<file path="config.mk">
export PLATFORM = sky130hd
export DESIGN_NAME = mem_stage_flat
export DESIGN_NICKNAME = d
export VERILOG_FILES = /design/src/rtl/mem_stage_if.sv /design/src/rtl/mem_stage.sv /design/src/flat_wrapper.sv
export SDC_FILE = /design/constraint.sdc
export NUM_CORES = 1
export LEC_CHECK = 0
export ABC_CLOCK_PERIOD_IN_PS = 3000
export CORE_MARGIN = 3
export CORE_UTILIZATION = 35
export DETAILED_ROUTE_END_ITERATION = 8
export PLACE_DENSITY = 0.68
export SLEW_MARGIN = 20
export SYNTH_ARGS = -nofsm -noshare
export SYNTH_HDL_FRONTEND = slang
export SYNTH_SLANG_ARGS = --single-unit
</file>
<file path="constraint.sdc">
create_clock -name clk -period 3 [get_ports clk]
set_input_delay 0.6 -clock clk [delete_from_list [all_inputs] [get_ports clk]]
set_output_delay 0.6 -clock clk [all_outputs]
set_load 0.02 [all_outputs]
</file>
<file path="src/rtl/mem_stage_if.sv">
// Bus bundle between the EX/MEM pipeline boundary and the MEM stage.
// The pipeline side (master) drives stall, the EX payload and SRAM read
// data; the MEM stage (slave) returns the WB and ID forwarding buses.
interface mem_stage_if;
    logic [5:0]   stall;
    logic [145:0] ex_to_mem_bus;
    logic [31:0]  data_sram_rdata;
    logic [135:0] mem_to_wb_bus;
    logic [103:0] mem_to_id_bus;

    modport master (
        output stall,
        output ex_to_mem_bus,
        output data_sram_rdata,
        input  mem_to_wb_bus,
        input  mem_to_id_bus
    );

    modport slave (
        input  stall,
        input  ex_to_mem_bus,
        input  data_sram_rdata,
        output mem_to_wb_bus,
        output mem_to_id_bus
    );
endinterface

</file>
<file path="src/rtl/mem_stage.sv">
// MEM pipeline stage: registers the EX payload, extracts and extends load
// data from the synchronous data SRAM, and presents the WB and ID
// forwarding buses combinationally from the registered instruction.
module mem_stage (
    input  logic       clk,
    input  logic       resetn,
    mem_stage_if.slave bus
);

    typedef enum logic {
        FRESH,
        HELD
    } rd_state_t;

    typedef enum logic [2:0] {
        LD_W,
        LD_B,
        LD_BU,
        LD_H,
        LD_HU
    } ld_kind_t;

    logic [145:0] mem_r;
    rd_state_t    state_q;
    rd_state_t    state_d;
    logic [31:0]  rdata_hold;
    logic [31:0]  rdata_hold_d;
    logic [31:0]  rdata_eff;
    logic         mem_hold;
    logic         mem_bubble;

    // Payload fields of the instruction currently in MEM
    logic [3:0]   mem_readen;
    logic         mem_hi_we;
    logic         mem_lo_we;
    logic [31:0]  mem_hi;
    logic [31:0]  mem_lo;
    logic [31:0]  mem_pc;
    logic         mem_ram_en;
    logic [3:0]   mem_ram_wen;
    logic         mem_sel_rf_res;
    logic         mem_rf_we;
    logic [4:0]   mem_rf_waddr;
    logic [31:0]  mem_result;
    logic [1:0]   mem_addr;

    logic         is_load;
    ld_kind_t     ld_kind;
    logic [7:0]   byte_sel;
    logic [15:0]  half_sel;
    logic [31:0]  load_ext;

    logic         out_hi_we;
    logic         out_lo_we;
    logic         out_rf_we;
    logic [31:0]  out_rf_wdata;

    // Stall bits 0-2 and 5 belong to other stages
    logic         unused_stall;
    assign unused_stall = ^{bus.stall[5], bus.stall[2:0]};

    // MEM and WB both held: MEM keeps its instruction and the SRAM word
    assign mem_hold = bus.stall[3] & bus.stall[4];

    // Pipeline register: load, bubble, or hold
    always_ff @(posedge clk or negedge resetn) begin
        if (!resetn) begin
            mem_r <= '0;
        end else if (!bus.stall[3]) begin
            mem_r <= bus.ex_to_mem_bus;
        end else if (!bus.stall[4]) begin
            mem_r <= '0;
        end
    end

    // Read-data capture state and held word
    always_ff @(posedge clk or negedge resetn) begin
        if (!resetn) begin
            state_q    <= FRESH;
            rdata_hold <= '0;
        end else begin
            state_q    <= state_d;
            rdata_hold <= rdata_hold_d;
        end
    end

    // Capture the SRAM word on the edge that starts a hold; keep it until
    // MEM reloads or bubbles, since the SRAM output is only valid for one cycle
    always_comb begin
        state_d      = FRESH;
        rdata_hold_d = rdata_hold;
        case (state_q)
            FRESH: begin
                if (mem_hold) begin
                    state_d      = HELD;
                    rdata_hold_d = bus.data_sram_rdata;
                end
            end
            HELD: begin
                if (mem_hold) begin
                    state_d = HELD;
                end
            end
            default: begin
                state_d = FRESH;
            end
        endcase
    end

    assign rdata_eff = (state_q == HELD) ? rdata_hold : bus.data_sram_rdata;

    assign mem_readen     = mem_r[145:142];
    assign mem_hi_we      = mem_r[141];
    assign mem_lo_we      = mem_r[140];
    assign mem_hi         = mem_r[139:108];
    assign mem_lo         = mem_r[107:76];
    assign mem_pc         = mem_r[75:44];
    assign mem_ram_en     = mem_r[43];
    assign mem_ram_wen    = mem_r[42:39];
    assign mem_sel_rf_res = mem_r[38];
    assign mem_rf_we      = mem_r[37];
    assign mem_rf_waddr   = mem_r[36:32];
    assign mem_result     = mem_r[31:0];
    assign mem_addr       = mem_result[1:0];

    assign is_load    = mem_ram_en & (mem_ram_wen == 4'b0000);
    assign mem_bubble = (mem_r == '0);

    // Load type decode; unknown codes fall back to a full word
    always_comb begin
        ld_kind = LD_W;
        if (is_load) begin
            case (mem_readen)
                4'b0001: ld_kind = LD_B;
                4'b0010: ld_kind = LD_BU;
                4'b0011: ld_kind = LD_H;
                4'b0100: ld_kind = LD_HU;
                default: ld_kind = LD_W;
            endcase
        end
    end

    // Byte/halfword lane select and sign/zero extension
    always_comb begin
        byte_sel = rdata_eff[7:0];
        case (mem_addr)
            2'd0: byte_sel = rdata_eff[7:0];
            2'd1: byte_sel = rdata_eff[15:8];
            2'd2: byte_sel = rdata_eff[23:16];
            2'd3: byte_sel = rdata_eff[31:24];
            default: byte_sel = rdata_eff[7:0];
        endcase
        half_sel = mem_addr[1] ? rdata_eff[31:16] : rdata_eff[15:0];
        case (ld_kind)
            LD_B:    load_ext = {{24{byte_sel[7]}}, byte_sel};
            LD_BU:   load_ext = {24'h000000, byte_sel};
            LD_H:    load_ext = {{16{half_sel[15]}}, half_sel};
            LD_HU:   load_ext = {16'h0000, half_sel};
            default: load_ext = rdata_eff;
        endcase
    end

    // Write-back data and enables; bubbles never write
    always_comb begin
        out_rf_wdata = (mem_sel_rf_res && is_load) ? load_ext : mem_result;
        out_hi_we    = mem_hi_we & ~mem_bubble;
        out_lo_we    = mem_lo_we & ~mem_bubble;
        out_rf_we    = mem_rf_we & ~mem_bubble;
    end

    assign bus.mem_to_wb_bus = {out_hi_we, out_lo_we, mem_hi, mem_lo, mem_pc,
                                out_rf_we, mem_rf_waddr, out_rf_wdata};
    assign bus.mem_to_id_bus = {out_hi_we, out_lo_we, mem_hi, mem_lo,
                                out_rf_we, mem_rf_waddr, out_rf_wdata};

endmodule

</file>
<file path="src/flat_wrapper.sv">
// flat-port wrapper written by rule: the top's interface ports become plain ports
module mem_stage_flat 
  (clk, resetn, bus_stall, bus_ex_to_mem_bus, bus_data_sram_rdata, bus_mem_to_wb_bus, bus_mem_to_id_bus);
  mem_stage_if bus_i ();
  input  logic clk;
  input  logic resetn;
  input wire logic [$bits(bus_i.stall)-1:0] bus_stall;
  input wire logic [$bits(bus_i.ex_to_mem_bus)-1:0] bus_ex_to_mem_bus;
  input wire logic [$bits(bus_i.data_sram_rdata)-1:0] bus_data_sram_rdata;
  output wire logic [$bits(bus_i.mem_to_wb_bus)-1:0] bus_mem_to_wb_bus;
  output wire logic [$bits(bus_i.mem_to_id_bus)-1:0] bus_mem_to_id_bus;
  assign bus_i.stall = bus_stall;
  assign bus_i.ex_to_mem_bus = bus_ex_to_mem_bus;
  assign bus_i.data_sram_rdata = bus_data_sram_rdata;
  assign bus_mem_to_wb_bus = bus_i.mem_to_wb_bus;
  assign bus_mem_to_id_bus = bus_i.mem_to_id_bus;
  mem_stage u_core (.clk(clk), .resetn(resetn), .bus(bus_i));
endmodule
</file>
Word-level counts from Yosys, hierarchy flattened --
Cells that the tools add are included.
Cells by class: equal/unequal tests 12, mux-type cells 10, bitwise logic cells 7, reduce and logical (&&, ||, !) cells 5
Operators with widths (number):
- 146-bit two-way mux | 2
- 146-bit zero test | 1
- 32-bit one-hot mux with 4 select lines | 1
- 32-bit two-way mux | 2
- 8-bit one-hot mux with 4 select lines | 1
- 16-bit two-way mux | 1
- 3-bit one-hot mux with 4 select lines | 1
- 4-bit by 2-bit == test with 1-bit output, second input constant | 2
- 3-bit by 2-bit == test with 1-bit output, second input constant | 2
- 1-bit AND | 5
- 2-bit == test, second input constant | 2
- 4-bit by 1-bit == test with 1-bit output, second input constant | 1
- 4-bit by 3-bit == test with 1-bit output, second input constant | 1
- 4-bit zero test | 1
- 3-bit by 1-bit == test with 1-bit output, second input constant | 1
- 3-bit == test, second input constant | 1
- 3-bit two-way mux | 1
- 2-bit by 1-bit == test with 1-bit output, second input constant | 1
- 2-bit zero test | 1
- 2-bit != test, second input constant | 1
- 1-bit inverter | 2
- 2-bit AND reduction | 1
- 1-bit logical AND | 1
- 1-bit two-way mux | 1
Word-level totals: register bits 179, input bits 186, output and inout bits 240, logic and storage cells 37

Longest topological paths before layout --
depth in word-level cells 6, depth in mapped cells 9, gate-level depth less buffers 5

Worst setup path before layout --
No wires, ideal clock.
path kind input-to-output, start point in bus_data_sram_rdata[31], end point out bus_mem_to_wb_bus[20], arrival time 2321 ps, data required time 2400 ps, setup slack 79 ps, stages 8, buffers on the path 3, path through mux4_1 -> mux2i_1 -> or3_1 -> buf_6 -> o21a_4 -> buf_6 -> a31oi_1 -> buf_4
On the way: cells in the longest elaborated chain, start to end 4, elaborated cells between the ends (all ways) 5, those cells by class mux (5)
Ends and longest elaborated chain:
- from (decl) | line flat_wrapper.sv:9 | input wire logic [$bits(bus_i.data_sram_rdata)-1:0] bus_data_sram_rdata;
- 32-bit two-way mux (*) | line mem_stage.sv:110 | assign rdata_eff = (state_q == HELD) ? rdata_hold : bus.data_sram_rdata;
- 8-bit one-hot mux with 4 select lines / 16-bit two-way mux (equally long branches) | line mem_stage.sv:146, mem_stage.sv:153
- 32-bit one-hot mux with 4 select lines (*) | line mem_stage.sv:154 | case (ld_kind)
- 32-bit two-way mux (*) | line mem_stage.sv:165 | out_rf_wdata = (mem_sel_rf_res && is_load) ? load_ext : mem_result;
- to (decl) | line flat_wrapper.sv:10 | output wire logic [$bits(bus_i.mem_to_wb_bus)-1:0] bus_mem_to_wb_bus;
Every way passes the cells marked *; elsewhere a longest branch is shown, timed or not.

Final worst setup path --
start point reg u_core.mem_r[41], end point out bus_mem_to_id_bus[28]
On the way: cells in the longest elaborated chain, start to end 6, elaborated cells between the ends (all ways) 10, those cells by class eq/ne (4); mux (3); bitwise (1); reduce/logical (2)
Ends and longest elaborated chain:
- from (decl) | line mem_stage.sv:23 | logic [145:0] mem_r;
- from (signal assigned) | line mem_stage.sv:70 | mem_r <= bus.ex_to_mem_bus;
- 4-bit zero test (*) | line mem_stage.sv:126 | assign is_load = mem_ram_en & (mem_ram_wen == 4'b0000);
- 1-bit AND (*) | line mem_stage.sv:126
- 3-bit two-way mux | line mem_stage.sv:132 | if (is_load) begin
- 3-bit == test (tied with other cells) | line mem_stage.sv:154
- 32-bit one-hot mux with 4 select lines | line mem_stage.sv:154
- 32-bit two-way mux (*) | line mem_stage.sv:165
- to (decl) | line flat_wrapper.sv:11 | output wire logic [$bits(bus_i.mem_to_id_bus)-1:0] bus_mem_to_id_bus;
Marks and branches as above.

==> summary by stage <==
GRT
The via count of the first global-routing pass is about 8500. Summed over all layers, the global routing overflow is 0. The first global-routing pass estimated between 50000 and 60000 µm of wire. The pin count of the biggest net entering global routing is approximately 190. The combined global-route utilization of all metal layers is 21.4%. The initial antenna violation count is 1.

Synth
The most frequently used cell type in the post-synthesis netlist is sky130_fd_sc_hd__buf_4. In the post-synthesis netlist, the biggest area contributors are sky130_fd_sc_hd__dfrtp_1, sky130_fd_sc_hd__buf_4, sky130_fd_sc_hd__o21ai_0, sky130_fd_sc_hd__mux2_2, sky130_fd_sc_hd__inv_1. When the netlist entered floorplanning its net count stood at between 1000 and 1500.

The total of warnings raised by yosys is 0. The share of flip-flops with an asynchronous set or reset is 100%. The cell area after technology mapping is approximately 10000 µm². After synthesis, the netlist uses 36 different library cells.

In this run, synthesis inferred 0 flip-flops with an integrated enable. The portion of synthesized cell area occupied by the leading cell type is ~44%. Each instance of the synthesized netlist takes up on average between 9 and 10 µm². The sequential-to-total area share from yosys stat is 44.4%. Of all cell types, the one taking the most synthesized area is sky130_fd_sc_hd__dfrtp_1. The post-synthesis cell count is approximately 1100. The commonest cells after synthesis are sky130_fd_sc_hd__buf_4, sky130_fd_sc_hd__dfrtp_1, sky130_fd_sc_hd__inv_1, sky130_fd_sc_hd__o21ai_0, sky130_fd_sc_hd__nand2_1.

The synthesized design contains ~180 register bits. The main flop type after synthesis is sky130_fd_sc_hd__dfrtp_1.

Timing
In this run the tightest slew margin relative to its limit is 53.0%. After layout, the worst setup slack is -0.155 ns. The final count of negative-setup-slack endpoints is 60. The worst hold slack after final layout is ~0.14 ns. The transition time of the tightest slew-check pin is between 0.7 and 0.8 ns. For the finished layout, the period the worst path requires is about 3.2 ns. The portion of the clock cycle consumed by the worst path in the final layout is 105%. The total count of hold-check failures in the final report came to 0.

The clock skew is between 0.01 and 0.015 ns. The number of max-slew violations in the final report is 0. Based on the critical path, the design can be clocked at up to 317 MHz.

Setup repair after global routing could not meet its margin everywhere.

Routing
Before antenna repair, the detailed router went through 5 iterations. The total routed wirelength is approximately 34000 µm. In the final routed layout, each cell accounts on average for slightly below 20 µm. The count of unresolved DRC violations after routing is 0.

Wire segments on met2 add up to approximately 18000 µm in the final route. The first routing iteration left just under 600 violations. Using the TritonRoute via totals, the vias-per-cell ratio works out to 4.77. After detailed routing, the wire length on met1 is around 13000 µm. The via count is slightly above 8000. The remaining antenna violation count is 0. The top metal layer carrying routed signals is met5.

The wire length on met3 is around 2500 µm.

Clocking
The count of clock tree sinks is around 180. The clock tree from TritonCTS is done. The later-pin clock latency in the skew report is roughly 0.42 ns. The clock slew at the register clock pins of the worst setup and hold paths is 0.07 ns. The number of buffers inserted for hold repair after clock tree synthesis is 0. The number of buffers on the longest clock path is 2. The number of CTS-inserted buffers is 17.

The maximum level of the CTS H-tree is 4. The clock root buffer is sky130_fd_sc_hd__clkbuf_16.

Layout
The ratio of cells with drive above 1 in the final layout is 22.2%. The diode insertion count for antenna repair is 0. At the end of the flow, the number of nets in the layout was about 1500. At the end of the flow the core is filled with cells to a little over half. The filler cells instantiated in the layout total 2542.

The area growth from synthesis to layout is 46.7%.

Setup path
STA classifies the critical path startpoint as a register. The capturing element type of the critical path is an output pin. The worst register-to-register path ends at u_core.rdata_hold[14]. The length in cells of the worst reg-to-reg path is 4. The worst register-to-register path has a setup slack of ~1.4 ns. The arrival time at the worst endpoint is 2.56 ns. The critical path ends at bus_mem_to_id_bus[28].

The worst reg2reg path startpoint is u_core.state_q. The required time of the critical path is about 2.4 ns. The top fanout value on the critical path is 8. The kind of critical path is reg2out.

The critical path starts at u_core.mem_r[41].

Floorplan
The top-level I/O count is around 430. The starting utilization of the core area is 35.9%. The number of rows created at floorplan is 61. The die extent in x is 176 µm. The vertical die dimension is 176 µm. The standard cell core area is about 28000 µm². The die covers 30900 µm².

Placement
The congestion estimate from routability-driven global placement came to between 0.8 and 0.9. The HPWL after detailed placement is roughly 24000 µm. Buffers placed on the I/O ports in this run total 421.

Power
For this design the ratio of total power to cell area is around 470 nW/µm². The worst-case IR drop observed on VDD is between 0.0003 and 0.0004 V. Summed over all cells, the static leakage comes to 0.00654 µW.

Run status
The checks that failed: setup timing. The run finished, with violations left.

Min path
The min-delay analysis places its worst path in the category in2async.

Run
Max-cap violations in this run came to 0.
-- where the power goes --
part           total, µW  switching (µW)  internal, µW
Clock               2200            1100          1100
Sequential          2810             178          2630
Combinational       1970             970          1000
Total               6980            2240          4740
-- worst min-delay path by stage --
stage,start,endpoint,slack (ns)
3_3_place_gp,u_core.mem_r[56],u_core.mem_r[56],0.46
4_1_cts,resetn,u_core.mem_r[2],0.14
2_1_floorplan,resetn,u_core.mem_r[0],0.30
3_5_place_dp,u_core.mem_r[61],u_core.mem_r[61],0.47
5_1_grt,resetn,u_core.rdata_hold[31],0.14
6_report,resetn,u_core.rdata_hold[31],0.14
-- placed cells by master, fill, tap and decap left out, drive strengths merged, types with 2 or more instances in the layout --
cell type and instances:
nand3 42, mux2i 14, o21ai 146, clkinv 6, a22oi 9, inv 155
dlygate4sd2 2, clkbuf 18, nor2 28, or2 2, nand2 131, and2 3
buf 138, a31oi 25, clkdlybuf4s50 352, mux2 62, o221ai 5, mux4 18
dfrtp 179, o21a 3
-- worst max-delay path: stages, from the launching register on --
cell                      delay, ns
sky130_fd_sc_hd__dfrtp_1       0.41
sky130_fd_sc_hd__nor4_4        0.30
sky130_fd_sc_hd__buf_4         0.17
sky130_fd_sc_hd__nand4_1       0.19
sky130_fd_sc_hd__or3_4         0.44
sky130_fd_sc_hd__o21a_4        0.22
sky130_fd_sc_hd__a31oi_4       0.26
sky130_fd_sc_hd__buf_6         0.16
-- stage by stage --
step	worst slack (ns)	power [µW]	setup TNS [ns]	std cells	area, µm²
after floorplan	0.0792	3900	0	1101	10100
after global placement	-0.638	4640	-30.52	1682	13500
after detailed placement	-0.643	4670	-30.76	1682	13500
after CTS	-0.161	7000	-6.14	1725	14600
after global routing	-0.242	7280	-10.49	1731	14800
final	-0.155	6980	-5.63	1731	14800
-- flip-flops by register name, summed over array words and instances, names as in the netlist --
register and cells:
u_core.mem_r 146, u_core.state_q 1, u_core.rdata_hold 32
-- area by class of cell --
type | count | area, µm² | share of cell area [%]
Inverter | 147 | 552 | 3.73
Clock inverter | 15 | 139 | 0.939
Multi-Input combinational cell | 501 | 3680 | 24.9
Timing Repair Buffer | 494 | 5040 | 34.1
Clock buffer | 17 | 425 | 2.88
Tap cell | 378 | 473 | 3.20
Sequential cell | 179 | 4480 | 30.3
-- logic make-up (layout without fill, tap and decap cells) --
logic type	count (synthesis)	after routing	synth area share, %
xor gates and xnor gates	1	1	0.0869
and+or+nand+nor	212	212	8.71
DFF	179	179	44.4
buffers and inverters	422	673	23.8
muxes	94	94	12.4
AOI/OAI and AO/OA	193	194	10.6
-- routing by layer --
metal / vias up / global-route usage, %
met5: - / 0
met4: 2 / 5.84
met3: 47 / 5.45
met2: 328 / 37.7
met1: 4045 / 25.9
li1: 3827 / -
-- timing repair --
action                     in CTS  in global routing
setup endpoints to repair      64                 64
gates resized for setup       466                 41
pin swaps                      12                 14
setup buffers                   7                  7
gates cloned                    4                  0
hold endpoints to repair        0                  0
Power figures use the tool's default switching activity.
